**config.mk**
```make
export PLATFORM = sky130hd
export DESIGN_NAME = iter_shifter
export DESIGN_NICKNAME = d
export VERILOG_FILES = /design/src/rtl/iter_shifter.sv
export SDC_FILE = /design/constraint.sdc
export NUM_CORES = 1
export LEC_CHECK = 0
export ABC_AREA = 1
export ABC_CLOCK_PERIOD_IN_PS = 2450
export BUFFER_PORTS_ARGS = -buffer_cell sky130_fd_sc_hd__buf_2
export CORE_MARGIN = 2
export CORE_UTILIZATION = 58
export CTS_BUF_LIST = sky130_fd_sc_hd__clkbuf_8
export DETAILED_ROUTE_END_ITERATION = 8
export HOLD_SLACK_MARGIN = 0.12
export PLACE_DENSITY = 0.94
export SYNTH_ARGS = -nofsm -noshare
export SYNTH_HDL_FRONTEND = slang
export SYNTH_SLANG_ARGS = --single-unit
export TNS_END_PERCENT = 50
```
**constraint.sdc**
```tcl
create_clock -name clk -period 2.45 [get_ports clk]
set_clock_uncertainty 0.1 [all_clocks]
set_input_delay 0.1225 -clock clk [delete_from_list [all_inputs] [get_ports clk]]
set_output_delay 0.1225 -clock clk [all_outputs]
set_load 0.01 [all_outputs]
```
**src/rtl/iter_shifter.sv**
```systemverilog
// Multi-cycle shifter: shifts or rotates-left the operand one bit per clock,
// flags busy while iterating and pulses done when the result is ready.
module iter_shifter #(
    parameter int WIDTH = 8
) (
    input  logic             clk,
    input  logic             rst_n,
    input  logic             start,
    input  logic [1:0]       control,
    input  logic [4:0]       shamt,
    input  logic [WIDTH-1:0] data_in,
    output logic             busy,
    output logic             done,
    output logic [WIDTH-1:0] data_out
);

    typedef enum logic [1:0] {
        S_IDLE  = 2'd0,
        S_SHIFT = 2'd1,
        S_DONE  = 2'd2
    } state_t;

    localparam logic [1:0] OP_LSL = 2'b00;
    localparam logic [1:0] OP_LSR = 2'b01;
    localparam logic [1:0] OP_ASR = 2'b10;
    localparam logic [1:0] OP_ROL = 2'b11;

    state_t           state_q;
    logic [1:0]       op_q;
    logic [WIDTH-1:0] work_q;
    logic [4:0]       count_q;
    logic [WIDTH-1:0] step_d;

    // One-bit step of the working register for the latched operation.
    always_comb begin
        step_d = work_q;
        case (op_q)
            OP_LSL:  step_d = {work_q[WIDTH-2:0], 1'b0};
            OP_LSR:  step_d = {1'b0, work_q[WIDTH-1:1]};
            OP_ASR:  step_d = {work_q[WIDTH-1], work_q[WIDTH-1:1]};
            OP_ROL:  step_d = {work_q[WIDTH-2:0], work_q[WIDTH-1]};
            default: step_d = work_q;
        endcase
    end

    always_ff @(posedge clk or negedge rst_n) begin
        if (!rst_n) begin
            state_q <= S_IDLE;
            op_q    <= OP_LSL;
            work_q  <= '0;
            count_q <= '0;
            busy    <= 1'b0;
            done    <= 1'b0;
        end else begin
            case (state_q)
                S_IDLE, S_DONE: begin
                    if (start) begin
                        op_q    <= control;
                        work_q  <= data_in;
                        count_q <= shamt;
                        if (shamt != 5'd0) begin
                            state_q <= S_SHIFT;
                            busy    <= 1'b1;
                            done    <= 1'b0;
                        end else begin
                            state_q <= S_DONE;
                            busy    <= 1'b0;
                            done    <= 1'b1;
                        end
                    end else begin
                        state_q <= S_IDLE;
                        busy    <= 1'b0;
                        done    <= 1'b0;
                    end
                end
                S_SHIFT: begin
                    // start is ignored here; the operation in flight runs to completion.
                    work_q  <= step_d;
                    count_q <= count_q - 5'd1;
                    if (count_q == 5'd1) begin
                        state_q <= S_DONE;
                        busy    <= 1'b0;
                        done    <= 1'b1;
                    end
                end
                default: begin
                    state_q <= S_IDLE;
                    busy    <= 1'b0;
                    done    <= 1'b0;
                end
            endcase
        end
    end

    assign data_out = work_q;

endmodule

```
# --- Word-level counts from Yosys, hierarchy flattened ---
# Cells that the tools add are included.
word_totals:
  ff_bits: 19
  word_cells: 42
classes:
  eq_ne: 9
  n_mux: 17
  addsub: 1
  n_reduce_logical: 8
ops:
  columns: ["cell", "n"]
  rows:
  - ["case mux 8 bit (4 select lines)", 1]
  - ["case mux 8 bit (2 select lines)", 1]
  - ["case mux 5 bit (2 select lines)", 1]
  - ["two-way mux 8 bit", 1]
  - ["== test 2 bit (second input constant)", 3]
  - ["two-way mux 1 bit", 6]
  - ["two-way mux 2 bit", 3]
  - ["!= test 2 bit (second input constant)", 3]
  - ["== test 5 x 1 -> 1 bit (second input constant)", 1]
  - ["two-way mux 5 bit", 1]
  - ["nonzero test 5 bit", 1]
  - ["subtractor 5 x 1 -> 5 bit (second input constant)", 1]
  - ["== test 2 x 1 -> 1 bit (second input constant)", 2]
  - ["zero test 2 bit", 2]
  - ["case mux 1 bit (2 select lines)", 2]
  - ["case mux 2 bit (2 select lines)", 1]
  - ["AND reduction 2 bit", 2]
  - ["AND reduction 3 bit", 1]
  - ["nonzero test 2 bit", 1]
  - ["OR reduction 2 bit", 1]

# --- Longest topological paths before layout ---
depth:
  word_depth: 4
  depth_mapped: 8

# --- Least setup slack after synthesis ---
# OpenSTA, ideal clock, no wires.
synth_path:
  kind: "register to register"
  start: "register count_q[0]"
  end: "register count_q[4]"
  setup_slack_ps: 1231
  path_stages_with_launch: 8
  required_time_ps: 2226
  setup_time_ps: 124
  path_buffers: 0
  arrival_time_ps: 995
  synth_period_minus_slack_ps: 1219
  path_cell_list: "dfrtp_1 inv_1 ha_1 inv_1 nor2_1 nand3_1 nand3_1 nand3_1"
synth_via:
  elab_chain_len: 2
synth_rtl:
  columns: ["element", "line", "source"]
  rows:
  - ["start: declaration", "31", "logic [4:0] count_q;"]
  - ["start signal: assignment", "60", "count_q <= shamt;"]
  - ["start signal: assignment", "79", "count_q <= count_q - 5'd1;"]
  - ["subtractor 5 x 1 -> 5 bit", "79", null]
  - ["case mux 5 bit (2 select lines)", "55", "case (state_q)"]
# Every way passes these cells.
# A chain may end at the register's enable or synchronous reset.

# --- Final worst setup path ---
layout_path:
  start: "input port shamt[1]"
  end: "register done"
layout_via:
  elab_chain_len: 4
layout_rtl:
  columns: ["element", "line", "source"]
  rows:
  - ["start: declaration", "10", "input logic [4:0] shamt,"]
  - ["nonzero test 5 bit", "61", "if (shamt != 5'd0) begin"]
  - ["two-way mux 1 bit", "61", null]
  - ["two-way mux 1 bit", "57", "if (start) begin"]
  - ["case mux 1 bit (2 select lines)", "55", null]
  - ["end signal: assignment", "53", "done <= 1'b0;"]
  - ["end signal: assignment", "64", "done <= 1'b0;"]
  - ["end signal: assignment", "68", "done <= 1'b1;"]
  - ["end: declaration", "13", "output logic done,"]
# Every way passes these cells.

==> results.txt <==
- The number of max-slew violations in the final report came to 0.
- Maximum fanout encountered on the critical timing path: 2
* Clock tree from TritonCTS: yes
- Layout overhead on the synthesized area: 30.0%
* Placer congestion estimate: approximately 0.93
* Unrepaired setup endpoints after global routing: no
- Subtracting the final worst setup slack from the clock period gives around 1700 ps.
- Part of the cycle the worst path needs: 69.6%
- Share of cells above drive strength 1: 21.0%
- Top Family by Delay on Critical Path: buffers and inverters
* Transition time at the pin with the least slew margin: 418 ps
- For this block, the initial DRC count from the detailed router was 48.
- By area, the combinational part of the netlist is dominated by simple AND/OR/NAND/NOR gates.
- Number of inserted diodes: 0
- Post-synth cell types: 21
- In the layout the commonest cells are sky130_fd_sc_hd__nand2_1, sky130_fd_sc_hd__buf_2, sky130_fd_sc_hd__nand3_1.
- The mapped netlist covers 0.00104 mm².
- Number of antenna violations at the first check in global routing: 0
* Share of synthesized cell area in full adder, half adder and majority cells: 2.40%
- Area of the die: about 0.0022 mm²
* Bufs and invs on worst path: 3
- Summed over all layers, the global routing overflow is 0.
- Path class of the lowest-slack min-delay path: input port to flip-flop
* Most common library cell in the layout ignoring fill and taps: sky130_fd_sc_hd__nand2_1
- The worst setup path is launched from an input port.
* Residual DRC: 0
- Pwr/cell area: 1310 mW/mm²
- The floorplan step set the die height to 46.4 µm.
- Final standard cell count with taps included and fillers excluded: 206
- For this run, the detailed router's first-pass iteration total came to 5.
- In this design, the stage delay of the slowest critical-path cell is between 500 and 600 ps.
- Core Footprint: approximately 0.0017 mm²
- Num Clock Sinks: 18
- Filler cells: 124
- Net count after synthesis: ~160
- Finish-stage setup viols: 0
- After Yosys synthesis, and, or, nand and nor cells account for 31.3% of the synthesized area.
- Max-cap violations in this run came to 0.
- F_max: 0.586 GHz
- In this run the horizontal extent of the chip is around 46 µm.
* PnR Total Power: 1770 µW
- During synthesis, Yosys emitted a total of 0 warnings.
- The hold violation total from the final report was 0.
- Global-route wire length before repair: approximately 4400 µm
- Via count of the first global-routing pass: about 1,000
- Setup_tns: 0 ps
* Root buf cell: sky130_fd_sc_hd__clkbuf_8
- Dividing the detail-routed wire length by the instance count gives roughly 13 µm.
* Compound-cell area share of the yosys netlist: 11.4%
- Final hold slack: 133 ps
- Initial standard-cell utilization of the core: 61.0%
* Crit path required time: 2530 ps
* Crit path arrival time: 1790 ps
- The run finished with clean final reports.
- Port buffering added 27 buffers.
- VDD sags by at most approximately 0.83 mV.
- Placed Cells: 189
- In this run the tightest slew margin relative to its limit is 72.1%.
- Once detailed placement completed, the half-perimeter wirelength came to 1800 µm.
- Pin placement for this block handled 28 I/O pins.
- For this design the static power due to leakage is ~0.00073 µW.
* Synth Register Bits: 18
* Mean Syn Cell Area: 7.39 µm²
- Largest net degree at the start of global routing: 19
- After technology mapping, the gate count stands at 141.
- The clock reaches the later pin of the worst-skew pair after approximately 250 ps.
* Number of vias per cell: 5.37
- Buffers inserted during clock tree synthesis total 3.
- Total number of vias: approximately 1,100
- For this run, the register share of the synthesized area comes to 43.2%.
* Dominant cell type by count on the critical path: sky130_fd_sc_hd__dlygate4sd3_1
- For this run, the post-layout net count is 202.
- Post-synthesis share of cell area spent on xor and xnor gates: 0%
* Total detailed-routing wirelength: roughly 2700 µm
- Global routing used between 20% and 30% of the available tracks.
- STA classifies the critical path endpoint as a flip-flop.
- The slowest stage of the critical path belongs to the cell sky130_fd_sc_hd__dlygate4sd3_1.
- H-tree level count: 1
* Post-detailed-route count of antenna-violating nets: 0
* Clock-pin transition on the worst setup and hold timing paths: around 70 ps
* Row Count: 15
- Total of cells resized after clock tree synthesis: 0
- Largest buffer count on any clock path: 2
- Class of the most critical setup path: input port to flip-flop
- Portion of netlist area occupied by mux cells: 0%
- Cell-by-cell listing of the critical path: dlygate4sd3_1 -> buf_2 -> nor3_1 -> nand2_1 -> dlygate4sd3_1 -> a21oi_1
-- Yosys cell counts --
cell                       instances  share of area [%]
sky130_fd_sc_hd__a21oi_1           7                3.4
sky130_fd_sc_hd__buf_2             1               0.48
sky130_fd_sc_hd__buf_6             3                3.2
sky130_fd_sc_hd__dfrtp_1          18                 43
sky130_fd_sc_hd__ha_1              2                2.4
sky130_fd_sc_hd__inv_1            20                7.2
sky130_fd_sc_hd__inv_2             2               0.72
sky130_fd_sc_hd__nand2_1          35                 13
sky130_fd_sc_hd__nand2_2           3                1.8
sky130_fd_sc_hd__nand2_4           1                1.1
sky130_fd_sc_hd__nand3_1          22                 11
sky130_fd_sc_hd__nand4_1           1               0.60
sky130_fd_sc_hd__nor2_1           10                3.6
sky130_fd_sc_hd__nor3_1            1               0.48
sky130_fd_sc_hd__o211ai_1          1               0.72
sky130_fd_sc_hd__o21a_1            1               0.72
sky130_fd_sc_hd__o21ai_0           9                4.3
sky130_fd_sc_hd__o21ai_2           1               0.84
sky130_fd_sc_hd__o221ai_1          1               0.84
sky130_fd_sc_hd__o22ai_1           1               0.60
sky130_fd_sc_hd__or2_0             1               0.60
-- through the flow --
step	util (%)	cell area, µm²	setup slack, ps
after detailed placement	68.5	1170	926
after global placement	68.5	1170	1030
after global routing	79.3	1360	641
after CTS	79.3	1360	747
after floorplan	-	1040	1230
final	79.3	1360	745
-- registers in the layout (all words and copies together) (netlist names) --
register  cells
data_out      8
count_q       5
op_q          2
busy          1
done          1
state_q       1
-- layer usage --
layer	GRT usage (%)	share of wire, %
met1	35.3	40
met2	51.7	52
met3	3.92	5.6
met4	10.9	2.1
met5	0	0
-- timing repair --
action                                 CTS  global route
buffers inserted                         0             0
endpoints found under the hold margin   30             0
hold buffers                            13             0
-- worst reg2reg max path, cell delays in order (launching register included) --
cell                      delay (ps)
sky130_fd_sc_hd__dfrtp_1         390
sky130_fd_sc_hd__inv_1            70
sky130_fd_sc_hd__nand2_2         150
sky130_fd_sc_hd__nand2_1         380
sky130_fd_sc_hd__o21ai_0         210
sky130_fd_sc_hd__nand2_1         100
sky130_fd_sc_hd__nand2_1          50
-- power by group --
part | switching [µW] | internal, µW
clock network | 96.2 | 143
registers | 96.4 | 451
logic | 642 | 345
total | 834 | 939
-- logic make-up (layout without fill, tap and decap cells) --
kind of cell,after synthesis,after routing
flops,18,18
compound gates,21,21
simple gates,74,74
buf+inv,26,66
fa+ha+maj,2,2
-- area by class of cell --
| class | count | area (µm²) | share of cell area, % |
|---|---|---|---|
| Clock buffer | 4 | 55.1 | 4.06 |
| Inverter | 22 | 82.6 | 6.09 |
| Multi-Input combinational cell | 97 | 470 | 34.7 |
| Sequential cell | 18 | 450 | 33.2 |
| Tap cell | 25 | 31.3 | 2.31 |
| Timing Repair Buffer | 40 | 265 | 19.6 |
-- worst paths after layout --
path                            start           to  slack [ps]  cells past startpoint
setup / recovery             shamt[1]         done         740                      6
hold reg to reg                  busy         busy         410                      2
setup reg to reg           state_q[0]  data_out[7]         890                      6
max in group asynchronous       rst_n   count_q[2]        1740                      2
hold / removal             data_in[4]  data_out[4]         130                      3
min in group asynchronous       rst_n      op_q[1]         230                      2
(Power assumes the default switching activity.)
